[src/rtl/seq_div4.sv]
// ---------------------------------------------------------------------------
// seq_div4 -- 4-bit unsigned sequential restoring divider.
//
// One quotient bit is produced per clock, MSB first, so a division takes
// four CALC cycles followed by a single DONE cycle.
//
// Ports
//   clk          rising-edge clock
//   rst_n        asynchronous reset, active-low
//   start        request to begin a division (sampled only in IDLE)
//   dividend     unsigned numerator, latched when start is accepted
//   divisor      unsigned denominator, latched when start is accepted
//   quotient     registered result, updated when a division finishes
//   remainder    registered result, updated when a division finishes
//   busy         high while the division is being computed
//   done         one-cycle pulse in the cycle spent in DONE
//   div_by_zero  last accepted divisor was zero (DBZ build only, else 0)
//
// Handshake: start is a level request. It is taken on a rising edge only
// while the block is IDLE, and the operands are captured on that same edge.
// Any start seen in CALC or DONE is ignored. A start held high is accepted
// again on the first edge back in IDLE.
//
// Build option
//   SEQ_DIV4_DBZ_EN  when defined, a zero divisor skips the iterations and
//                    finishes after one CALC cycle with div_by_zero set.
//                    When undefined, a zero divisor runs the normal loop
//                    and div_by_zero is tied to 0.
//
// The current FSM state is held in the signal 'state' for probing.
// ---------------------------------------------------------------------------
module seq_div4 (
    input  logic       clk,
    input  logic       rst_n,
    input  logic       start,
    input  logic [3:0] dividend,
    input  logic [3:0] divisor,
    output logic [3:0] quotient,
    output logic [3:0] remainder,
    output logic       busy,
    output logic       done,
    output logic       div_by_zero
);

    typedef enum logic [1:0] {
        IDLE = 2'd0,
        CALC = 2'd1,
        DONE = 2'd2
    } state_t;

    state_t     state;
    logic [3:0] dd_work;   // dividend, shifted left as bits are consumed
    logic [3:0] dv_work;   // latched divisor
    logic [4:0] r_work;    // partial remainder
    logic [3:0] q_work;    // quotient bits gathered so far
    logic [1:0] cnt;       // iteration index, 3 marks the final iteration

    logic [4:0] r_shift;
    logic [4:0] trial;
    logic       q_bit;
    logic [4:0] r_next;
    logic [3:0] q_next;

    // One restoring step. r_work never exceeds four significant bits, so
    // the shifted value fits in five bits and trial[4] acts as the sign.
    always_comb begin
        r_shift = {r_work[3:0], dd_work[3]};
        trial   = r_shift - {1'b0, dv_work};
        q_bit   = ~trial[4];
        r_next  = q_bit ? trial : r_shift;
        q_next  = {q_work[2:0], q_bit};
    end

`ifdef SEQ_DIV4_DBZ_EN
    logic dbz_q;
    assign div_by_zero = dbz_q;
`else
    assign div_by_zero = 1'b0;
`endif

    always_ff @(posedge clk or negedge rst_n) begin
        if (!rst_n) begin
            state     <= IDLE;
            dd_work   <= '0;
            dv_work   <= '0;
            r_work    <= '0;
            q_work    <= '0;
            cnt       <= '0;
            quotient  <= '0;
            remainder <= '0;
            busy      <= 1'b0;
            done      <= 1'b0;
`ifdef SEQ_DIV4_DBZ_EN
            dbz_q     <= 1'b0;
`endif
        end else begin
            case (state)
                IDLE: begin
                    done <= 1'b0;
                    if (start) begin
                        dd_work <= dividend;
                        dv_work <= divisor;
                        r_work  <= '0;
                        q_work  <= '0;
                        cnt     <= '0;
                        busy    <= 1'b1;
                        state   <= CALC;
                    end
                end

                CALC: begin
`ifdef SEQ_DIV4_DBZ_EN
                    if (dv_work == 4'd0) begin
                        // Short-circuit: dd_work is untouched after one
                        // cycle in CALC, so it still holds the dividend.
                        quotient  <= 4'hF;
                        remainder <= dd_work;
                        dbz_q     <= 1'b1;
                        busy      <= 1'b0;
                        done      <= 1'b1;
                        cnt       <= '0;
                        state     <= DONE;
                    end else begin
`endif
                        r_work  <= r_next;
                        q_work  <= q_next;
                        dd_work <= {dd_work[2:0], 1'b0};
                        cnt     <= cnt + 2'd1;
                        if (cnt == 2'd3) begin
                            quotient  <= q_next;
                            remainder <= r_next[3:0];
`ifdef SEQ_DIV4_DBZ_EN
                            dbz_q     <= 1'b0;
`endif
                            busy      <= 1'b0;
                            done      <= 1'b1;
                            state     <= DONE;
                        end
`ifdef SEQ_DIV4_DBZ_EN
                    end
`endif
                end

                DONE: begin
                    done  <= 1'b0;
                    state <= IDLE;
                end

                default: begin
                    busy  <= 1'b0;
                    done  <= 1'b0;
                    state <= IDLE;
                end
            endcase
        end
    end

endmodule

[config.mk]
export PLATFORM = sky130hd
export DESIGN_NAME = seq_div4
export DESIGN_NICKNAME = d
export VERILOG_FILES = /design/src/rtl/seq_div4.sv
export SDC_FILE = /design/constraint.sdc
export NUM_CORES = 1
export LEC_CHECK = 0
export ABC_AREA = 1
export CAP_MARGIN = 20
export CORE_UTILIZATION = 30
export CTS_CLUSTER_SIZE = 30
export DETAILED_ROUTE_END_ITERATION = 8
export GPL_TIMING_DRIVEN = 0
export PLACE_DENSITY_LB_ADDON = 0.15
export SYNTH_ARGS = -nofsm -noshare
export SYNTH_HDL_FRONTEND = slang
export SYNTH_SLANG_ARGS = --single-unit
[constraint.sdc]
create_clock -name clk -period 2.5 [get_ports clk]
set_clock_uncertainty 0.05 [all_clocks]
set_input_delay 0.625 -clock clk [delete_from_list [all_inputs] [get_ports clk]]
set_output_delay 0.625 -clock clk [all_outputs]
set_load 0.02 [all_outputs]
== After elaboration in Yosys (flattened, before gate mapping) ==
Index checks and enable logic that the tools add are counted.
W data, S select, Z words.
Cells by class
  eq/ne operators: 5
  add/sub/neg operators: 2
  muxes and demuxes: 17
  reduce and logical (&&, ||, !) cells: 7
  bitwise gates (word level): 2
Operators by type and width (count)
  $pmux W4 S2: 2
  $mux W4: 3
  $pmux W2 S2: 2
  $reduce_and A2 Y1: 4
  $mux W2: 3
  $pmux W3 S2: 1
  $sub A5 B4 Y5: 1
  $eq A2 B2 Y1 const B: 2
  $mux W1: 4
  $ne A2 B2 Y1 const B: 2
  $mux W3: 1
  $pmux W1 S3: 1
  $reduce_and A3 Y1: 1
  $add A2 B1 Y2 const B: 1
  $eq A2 B1 Y1 const B: 1
  $logic_not A2 Y1: 1
  $not A1 Y1: 2
  $reduce_bool A2 Y1: 1
Word-level totals
  bits in registers: 29
  input port bits: 11
  logic and storage cells: 43
  output and inout port bits: 11

== Longest topological paths before layout ==
Gate-level depths: netlist of run 1.
  depth in word-level cells: 3
  depth in mapped cells: 13
  gate-level depth less buffers: 13

== Least setup slack after synthesis of run 1 ==
No wires, ideal clock.
  path type: reg2reg
  start: register dd_work[3]
  end: register r_work[3]
  period minus slack after synthesis: 1.713 ns
  cell stages (with the launch flop): 13
  library setup time: 0.116 ns
  arrival: 1.547 ns
  slack: 0.787 ns
  required time: 2.334 ns
  path buffers: 0
  path through: dfrtp_1 inv_1 ha_1 inv_1 fa_1 nand2_1 nand2_1 nand3b_2 nand2_2 nand2_1 nand2_1 nand2_1 nand2_1
On the way
  cells in the longest elaborated chain, start to end: 3
RTL lines
  start: declaration: RTL line 52  | logic [3:0] dd_work;
  start signal: assignment: RTL line 101  | dd_work <= dividend;
  start signal: assignment: RTL line 127  | dd_work <= {dd_work[2:0], 1'b0};
  $sub A5 B4 Y5: RTL line 68  | trial = r_shift - {1'b0, dv_work};
  $mux W4: RTL line 70  | r_next = q_bit ? trial : r_shift;
  $pmux W4 S2: RTL line 97  | case (state)
  end signal: assignment: RTL line 125  | r_work <= r_next;
  end: declaration: RTL line 54  | logic [4:0] r_work;
No other way between the ends.
A chain may end at the register's enable or synchronous reset.

== Worst setup path in the final report of run 1 ==
  start: register quotient[2]
  end: output quotient[2]
RTL lines
  start: declaration: RTL line 38  | output logic [3:0] quotient,
  start signal: assignment: RTL line 130  | quotient <= q_next;
No word-level cell between the ends.

==> impl_metrics.json, run 1 <==
{
  "status": "finished, final reports clean",
  "tns_ns": 0,
  "crit_type": "reg -> out",
  "crit_path_start_kind": "register",
  "hold_end": "quotient[0]",
  "hold_buffers": 0,
  "cts_sinks": 29,
  "fillers": 428,
  "grt_max_degree": 20,
  "yosysUniqueCellTypes": 26,
  "crit_fanout": 2,
  "syn_inst": 149,
  "wirelength_mm": 2.73,
  "die_h_microns": 70.3,
  "post_cts_buffers": 0,
  "fin_util_pct": 40.6,
  "antenna_found_initial": 0,
  "grt_pass1_vias": 1052,
  "post-dp-hpwl_mm": 2.02,
  "holdWs_ns": 0.427,
  "ys_ff_latch": 29,
  "die_w_microns": 70.3,
  "first_iter_violations": 37,
  "synthToLayoutAreaGrowth_pct": 28.2,
  "p_per_area_nw_per_um2": 1390,
  "ys_warn_count": 0,
  "required_ns": 1.82,
  "hold_start": "quotient[0]",
  "critical_path.n_buffers_inverters": 1,
  "drt-pass1-iter-count": 4,
  "slowest_stage": "clkdlybuf4s50_1",
  "final_cells": 230,
  "cp.arrival_ns": 1.24,
  "clk_pin_slew_ns": 0.06,
  "period_share_pct": 76.6,
  "io_buffers": 20,
  "cts_made_buffers": 5,
  "critPathLaunch": "quotient[2]",
  "path_cells": "clkdlybuf4s50_1",
  "synth_area_sq_um": 1400,
  "cts_buffer_depth": 2,
  "r2r_cells": 12,
  "rsz0062_at_grt": "no",
  "clockRootBuffer": "clkbuf_8",
  "reg2reg_slack_ns": 0.59,
  "h-tree-depth": 2,
  "p_total_mw": 2.50,
  "remaining_drc_errors": 0,
  "hold_class": "reg -> reg",
  "maxSlewHeadroom_pct": 59.4,
  "period_needed_ns": 1.91,
  "postCtsResizedCells": 0,
  "grt_pass1_wl_mm": 4.73,
  "diodes": 0,
  "synthesis.nets": 166,
  "syn_area_per_cell_sq_um": 9.39,
  "critPathMaxStageDelay_ns": 0.60,
  "num_rows": 24,
  "viasPerCell": 4.56,
  "routabilityCongestion": 0.847,
  "ioPinCount": 22,
  "reg2reg_from": "dd_work[3]",
  "p_leak_nw": 0.876,
  "worst_slew_pin_slew_ns": 0.607,
  "core_area_sq_um": 4410,
  "nets": 194,
  "vias": 1048,
  "ys_seq_area_share_pct": 51.9,
  "placedCellCount": 222,
  "drtAntennaViolNets": 0,
  "track_usage_pct": 12.6,
  "overflow": 0,
  "final-hold-violation-count": 0,
  "maxSlewViolCount": 0,
  "drive_gt1_share_pct": 16.3,
  "clk_latency_ns": 0.28,
  "drt-wirelength-per-cell_microns": 11.9,
  "start_util_pct": 31.7,
  "end_kind": "primary output",
  "die-area_sq_um": 4940,
  "r2r-end": "remainder[0]",
  "max_freq_ghz": 0.522,
  "max_cap_violations": 0,
  "crit_family": "buffers and inverters",
  "ir_drop_v": 0.000604,
  "cts_tree": "yes",
  "min_delay_path_depth": 2,
  "final-setup-viol-count": 0
}
## worst max path at each step
stage	endpoint	slack, ns	depth (start not counted)
6_report	quotient[2]	0.59	1
3_5_place_dp	dd_work[1]	0.52	5
5_1_grt	r_work[1]	0.38	12
4_1_cts	quotient[2]	0.57	1
2_1_floorplan	r_work[3]	0.79	12
3_3_place_gp	cnt[0]	0.22	1
## layout by cell type (no fill, tap or decap), types with 4 or more instances in the layout
cell type	Yosys	routed
ha_1	5	5
clkdlybuf4s50_1	0	20
clkbuf_8	0	7
o21ai_0	9	9
nand3_1	10	10
inv_1	14	14
nor2_1	9	9
dfrtp_1	29	29
o21ai_2	4	4
nand2_1	38	38
nand2_2	4	4
a21oi_1	6	6
## final cells by class
type | count | area (sq um) | area share [%]
tap | 52 | 65.1 | 3.63
timing repair buffer | 21 | 228 | 12.7
clock buffer | 7 | 96.3 | 5.37
multi-input combinational | 100 | 579 | 32.3
buffer | 2 | 18.8 | 1.05
clock inverter | 1 | 5.00 | 0.279
inverter | 18 | 75.1 | 4.19
sequential | 29 | 726 | 40.5
## metal layers
layer  GRT usage (%)  wire (microns)  share of wire [%]  vias up
met3            3.75             107                3.9        5
met5               0               0                  0        -
met4            7.11              48                1.8        0
met2            19.7            1260                 46       21
li1                -               -                  -      536
met1            15.4            1310                 48      486
## cells by family (layout without fill, tap and decap cells)
logic type / Yosys count / after routing / share of synthesized area (%)
xor gates and xnor gates: 1 / 1 / 0.626
DFF: 29 / 29 / 51.9
and+or+nand+nor: 68 / 68 / 23.9
other: 1 / 1 / 0.268
adders and majority gates: 6 / 6 / 5.90
buffers and inverters: 20 / 49 / 6.71
AOI/OAI and AO/OA: 23 / 23 / 9.93
muxes: 1 / 1 / 0.805
## metrics by stage
step / setup WS (ns) / cell area [sq um]
floorplan: 0.787 / 1400
global placement: 0.217 / 1660
detailed placement: 0.518 / 1690
CTS: 0.568 / 1790
global route: 0.376 / 1790
finish: 0.586 / 1790
## synth_stat cells (all sizes together)
cell type	n	area share (%)
ha	5	4.5
or2	1	0.45
buf	2	1.3
nor2	11	5.3
o21ai	13	5.7
conb	1	0.27
nand3	11	4.3
a21oi	6	2.1
mux2	1	0.80
o22ai	3	1.3
a22o	1	0.72
nand3b	3	1.9
dfrtp	29	52
inv	18	5.4
xnor2	1	0.63
nand2	42	12
fa	1	1.4
## flip-flops by register name, indices dropped and copies added, names as in the netlist, 2 cells and up
signal / cells
remainder: 4
q_work: 3
dv_work: 4
dd_work: 4
quotient: 4
cnt: 2
state: 2
r_work: 4
## report_power, final
part           switching [mW]  internal [mW]
sequential              0.116          0.684
clock                   0.172          0.248
combinational           0.761          0.517
total                    1.05           1.45
Power figures use the tool's default switching activity.
==> inputs of run 2 (changes only) <==
==> constraint.sdc (replaced) <==
create_clock -name clk -period 1.99 [get_ports clk]
set_clock_uncertainty 0.05 [all_clocks]
set_input_delay 0.4975 -clock clk [delete_from_list [all_inputs] [get_ports clk]]
set_output_delay 0.4975 -clock clk [all_outputs]
set_load 0.02 [all_outputs]
==> impl_metrics.json, run 2 (synthesized netlist as in run 1, its figures left out) <==
{
  "status": "finished, final reports clean",
  "grt_pass1_wl_mm": 4.73,
  "clockRootBuffer": "clkbuf_8",
  "p_per_area_nw_per_um2": 1790,
  "num_rows": 24,
  "max_cap_violations": 0,
  "layout_commonest_cell": "nand2_1",
  "crit_path_start_kind": "register",
  "p_leak_nw": 0.892,
  "drt-wirelength-per-cell_microns": 12.0,
  "remaining_drc_errors": 0,
  "h-tree-depth": 2,
  "cp.arrival_ns": 2.00,
  "synthToLayoutAreaGrowth_pct": 30.8,
  "vias": 1045,
  "end_kind": "register",
  "final-hold-violation-count": 0,
  "drtAntennaViolNets": 0,
  "max_freq_ghz": 0.532,
  "cts_sinks": 29,
  "period_share_pct": 94.5,
  "required_ns": 2.11,
  "final-setup-viol-count": 0,
  "hold_class": "reg -> reg",
  "gr-usage-met1_pct": 15.4,
  "grt_pass1_vias": 1052,
  "critPathLaunch": "dd_work[3]",
  "use_met3_pct": 3.75,
  "hold_buffers": 0,
  "core_area_sq_um": 4410,
  "ioPinCount": 22,
  "antenna_found_initial": 0,
  "crit_fanout": 6,
  "nets": 195,
  "busiest_layer": "met2",
  "diodes": 0,
  "overflow": 0,
  "met2_usage_pct": 19.7,
  "period_needed_ns": 1.88,
  "clk_latency_ns": 0.27,
  "clk_pin_slew_ns": 0.06,
  "io_buffers": 20,
  "cts_made_buffers": 5,
  "maxSlewHeadroom_pct": 59.0,
  "fin_util_pct": 41.4,
  "start_util_pct": 31.7,
  "post-dp-hpwl_mm": 2.02,
  "cts_tree": "yes",
  "track_usage_pct": 12.6,
  "worst_slew_pin_slew_ns": 0.613,
  "viasPerCell": 4.52,
  "fin_ws_ns": 0.109,
  "drt-pass1-iter-count": 6,
  "dpl_worst_slack_ns": 0.0868,
  "wirelength_mm": 2.77,
  "die_h_microns": 70.3,
  "routabilityCongestion": 0.847,
  "cts_buffer_depth": 2,
  "grt_max_degree": 20,
  "fillers": 424,
  "hold_start": "quotient[0]",
  "die-area_sq_um": 4940,
  "reg2reg_from": "dd_work[3]",
  "ir_drop_v": 0.000764,
  "drive_gt1_share_pct": 21.2,
  "crit_type": "reg -> reg",
  "die_w_microns": 70.3,
  "first_iter_violations": 46,
  "maxSlewViolCount": 0,
  "final_cell_mix": "nand2_1 (34), dfrtp_1 (29), clkdlybuf4s50_1 (20)"
}
-- run 2: changes by cell type in the layout (fill, tap and decap cells not counted), sizes merged --
cell,delta
buf,+1
-- run 2: final cells by class --
| class | count | area (sq um) | share of cell area, % |
|---|---|---|---|
| buffer | 2 | 18.8 | 1.03 |
| sequential | 29 | 726 | 39.7 |
| inverter | 18 | 75.1 | 4.10 |
| clock buffer | 7 | 96.3 | 5.27 |
| clock inverter | 1 | 5.00 | 0.274 |
| tap | 52 | 65.1 | 3.56 |
| timing repair buffer | 22 | 235 | 12.9 |
| multi-input combinational | 100 | 608 | 33.2 |
-- run 2: timing repair --
action                     4_1_cts  5_1_grt
buffers inserted                 0        1
setup endpoints to repair        0        9
resized for setup                0       10
-- run 2: through the flow --
| stage | std cells | power [mW] | hold WS [ns] | TNS [ns] | cell area [sq um] |
|---|---|---|---|---|---|
| floorplan | 149 | 2.16 | 0.152 | 0 | 1400 |
| global placement | 221 | 2.58 | 0.413 | -4.77 | 1660 |
| detailed placement | 222 | 2.63 | 0.415 | 0 | 1690 |
| CTS | 230 | 3.18 | 0.433 | 0 | 1790 |
| global route | 231 | 3.57 | 0.456 | -0.00454 | 1830 |
| finish | 231 | 3.27 | 0.427 | 0 | 1830 |
-- run 2: metal layers --
layer  vias up  part of all wire [%]
met3         2                   3.6
li1        536                     -
met1       488                    49
met2        19                    46
met5         -                     0
met4         0                  0.83
-- run 2: report_power, final --
part / switching (mW) / internal [mW] / total, mW
Sequential: 0.150 / 0.859 / 1.01
Clock: 0.215 / 0.312 / 0.526
Combinational: 1.03 / 0.708 / 1.74
Total: 1.39 / 1.88 / 3.27
-- run 2: worst paths after layout --
path                           endpoint  slack [ns]  cells after the start
max                        remainder[0]        0.11                     12
max in group asynchronous     r_work[0]        0.83                      2
max reg2reg                remainder[0]        0.11                     12
min in group asynchronous     r_work[2]        0.56                      1
min reg2reg                 quotient[0]        0.43                      2
min                         quotient[0]        0.43                      2
-- run 2: worst max-delay path: stages, from the launching register on --
cell and delay (ns):
dfrtp_1 0.37, inv_2 0.07, ha_2 0.17, inv_2 0.05, fa_2 0.39, nand2_2 0.08, nand2_2 0.07, nand2_1 0.08
nand2_2 0.10, nand2_4 0.13, nand2_1 0.08, nand3_1 0.09, nand2_1 0.05
==> inputs of run 3 (changes only) <==
--- a/config.mk
+++ b/config.mk
@@ -6,12 +6,12 @@
 export NUM_CORES = 1
 export LEC_CHECK = 0
 export ABC_AREA = 1
-export CAP_MARGIN = 20
 export CORE_UTILIZATION = 30
 export CTS_CLUSTER_SIZE = 30
 export DETAILED_ROUTE_END_ITERATION = 8
 export GPL_TIMING_DRIVEN = 0
 export PLACE_DENSITY_LB_ADDON = 0.15
+export SLEW_MARGIN = 5
 export SYNTH_ARGS = -nofsm -noshare
 export SYNTH_HDL_FRONTEND = slang
 export SYNTH_SLANG_ARGS = --single-unit
==> impl_metrics.json, run 3 (synthesized netlist as in run 1, its figures left out) <==
{
  "status": "finished, final reports clean",
  "hold_buffers": 0,
  "critPathMaxStageDelay_ns": 0.36,
  "crit_path_start_kind": "register",
  "nets": 194,
  "vias": 1070,
  "holdWs_ns": 0.191,
  "p_per_area_nw_per_um2": 1800,
  "grt_pass1_wl_mm": 4.55,
  "drtAntennaViolNets": 0,
  "cts_buffer_depth": 2,
  "cts_tree": "yes",
  "reg2reg_slack_ns": 0.16,
  "rsz0062_at_grt": "yes",
  "start_util_pct": 31.7,
  "end_kind": "register",
  "clk_pin_slew_ns": 0.06,
  "post-dp-hpwl_mm": 1.94,
  "track_usage_pct": 12.2,
  "overflow": 0,
  "max_freq_ghz": 0.547,
  "die_h_microns": 70.3,
  "cp.arrival_ns": 1.95,
  "ioPinCount": 22,
  "r2r_cells": 11,
  "io_buffers": 20,
  "die-area_sq_um": 4940,
  "drt-pass1-iter-count": 4,
  "placedCellCount": 221,
  "layout_commonest_cell": "nand2_1",
  "critical_path.n_buffers_inverters": 3,
  "drt-wirelength-per-cell_microns": 12.0,
  "ir_drop_v": 0.000553,
  "fillers": 440,
  "clockRootBuffer": "clkbuf_8",
  "clk_latency_ns": 0.28,
  "fin_util_pct": 40.4,
  "drive_gt1_share_pct": 18.0,
  "viasPerCell": 4.65,
  "path_cells": "inv_1 -> ha_1 -> inv_1 -> fa_2 -> nand2_1 -> nand2_1 -> nand3b_2 -> nand2_4 -> buf_4 -> nand2_1 -> nand2_1",
  "crit_fanout": 6,
  "worst_slew_pin_slew_ns": 0.652,
  "slowest_stage": "dfrtp_1",
  "remaining_drc_errors": 0,
  "p_leak_nw": 0.873,
  "diodes": 0,
  "routabilityCongestion": 0.847,
  "final_cell_mix": "nand2_1 (37), dfrtp_1 (29), clkdlybuf4s50_1 (19)",
  "cp_common_cell": "nand2_1",
  "num_rows": 24,
  "die_w_microns": 70.3,
  "cts_made_buffers": 5,
  "final_cells": 230,
  "final-hold-violation-count": 0,
  "final-setup-viol-count": 0,
  "synthToLayoutAreaGrowth_pct": 27.5,
  "crit_type": "reg -> reg",
  "period_needed_ns": 1.83,
  "hold_class": "in -> async",
  "grt_max_degree": 30,
  "required_ns": 2.11,
  "antenna_found_initial": 0,
  "period_share_pct": 91.8,
  "r2r-end": "quotient[0]",
  "max_cap_violations": 0,
  "cts_sinks": 29,
  "maxSlewHeadroom_pct": 56.5,
  "grt_pass1_vias": 1004,
  "crit_family": "adder cells",
  "reg2reg_from": "dd_work[3]",
  "wirelength_mm": 2.77,
  "core_area_sq_um": 4410,
  "h-tree-depth": 2,
  "first_iter_violations": 58,
  "maxSlewViolCount": 0
}
## run 3: cell count changes in the layout (fill, tap and decap cells not counted), sizes merged
cell           previous run  this run
clkdlybuf4s50            20        19
## run 3: power breakdown
| part | switching [mW] | internal, mW |
|---|---|---|
| Combinational | 0.981 | 0.683 |
| Sequential | 0.152 | 0.859 |
| Clock | 0.221 | 0.312 |
## run 3: worst max-delay path by stage
stage,to,from,cells past startpoint
2_1_floorplan,r_work[3],dd_work[3],12
3_3_place_gp,cnt[0],rst_n,1
3_5_place_dp,remainder[2],dd_work[3],12
4_1_cts,r_work[2],dd_work[3],12
5_1_grt,remainder[3],dd_work[3],12
6_report,quotient[0],dd_work[3],11
## run 3: stage by stage
stage          area (sq um)  setup WS [ns]  power [mW]  TNS, ns
2_1_floorplan          1400          0.277        2.16        0
3_3_place_gp           1660         -0.166        2.58    -4.77
3_5_place_dp           1660         0.0754        2.62        0
4_1_cts                1760         0.0631        3.17        0
5_1_grt                1780        0.00777        3.49        0
6_report               1780          0.163        3.21        0
## run 3: layout make-up
| cell class | instances | area [sq um] | area share [%] |
|---|---|---|---|
| Clock inverter | 1 | 5.00 | 0.281 |
| Sequential cell | 29 | 726 | 40.7 |
| Inverter | 18 | 75.1 | 4.21 |
| Buffer | 2 | 18.8 | 1.05 |
| Tap cell | 52 | 65.1 | 3.65 |
| Timing Repair Buffer | 21 | 203 | 11.4 |
| Clock buffer | 7 | 96.3 | 5.40 |
| Multi-Input combinational cell | 100 | 594 | 33.3 |
## run 3: timing repair
item                       CTS  global route
setup buffers                0             1
resized for setup            0             4
setup endpoints to repair    0             8
## run 3: layer usage
layer,global-route usage [%],wire length (microns)
met1,14.8,1370
met2,19.0,1250
met3,3.90,105
met4,6.67,51
met5,0,0
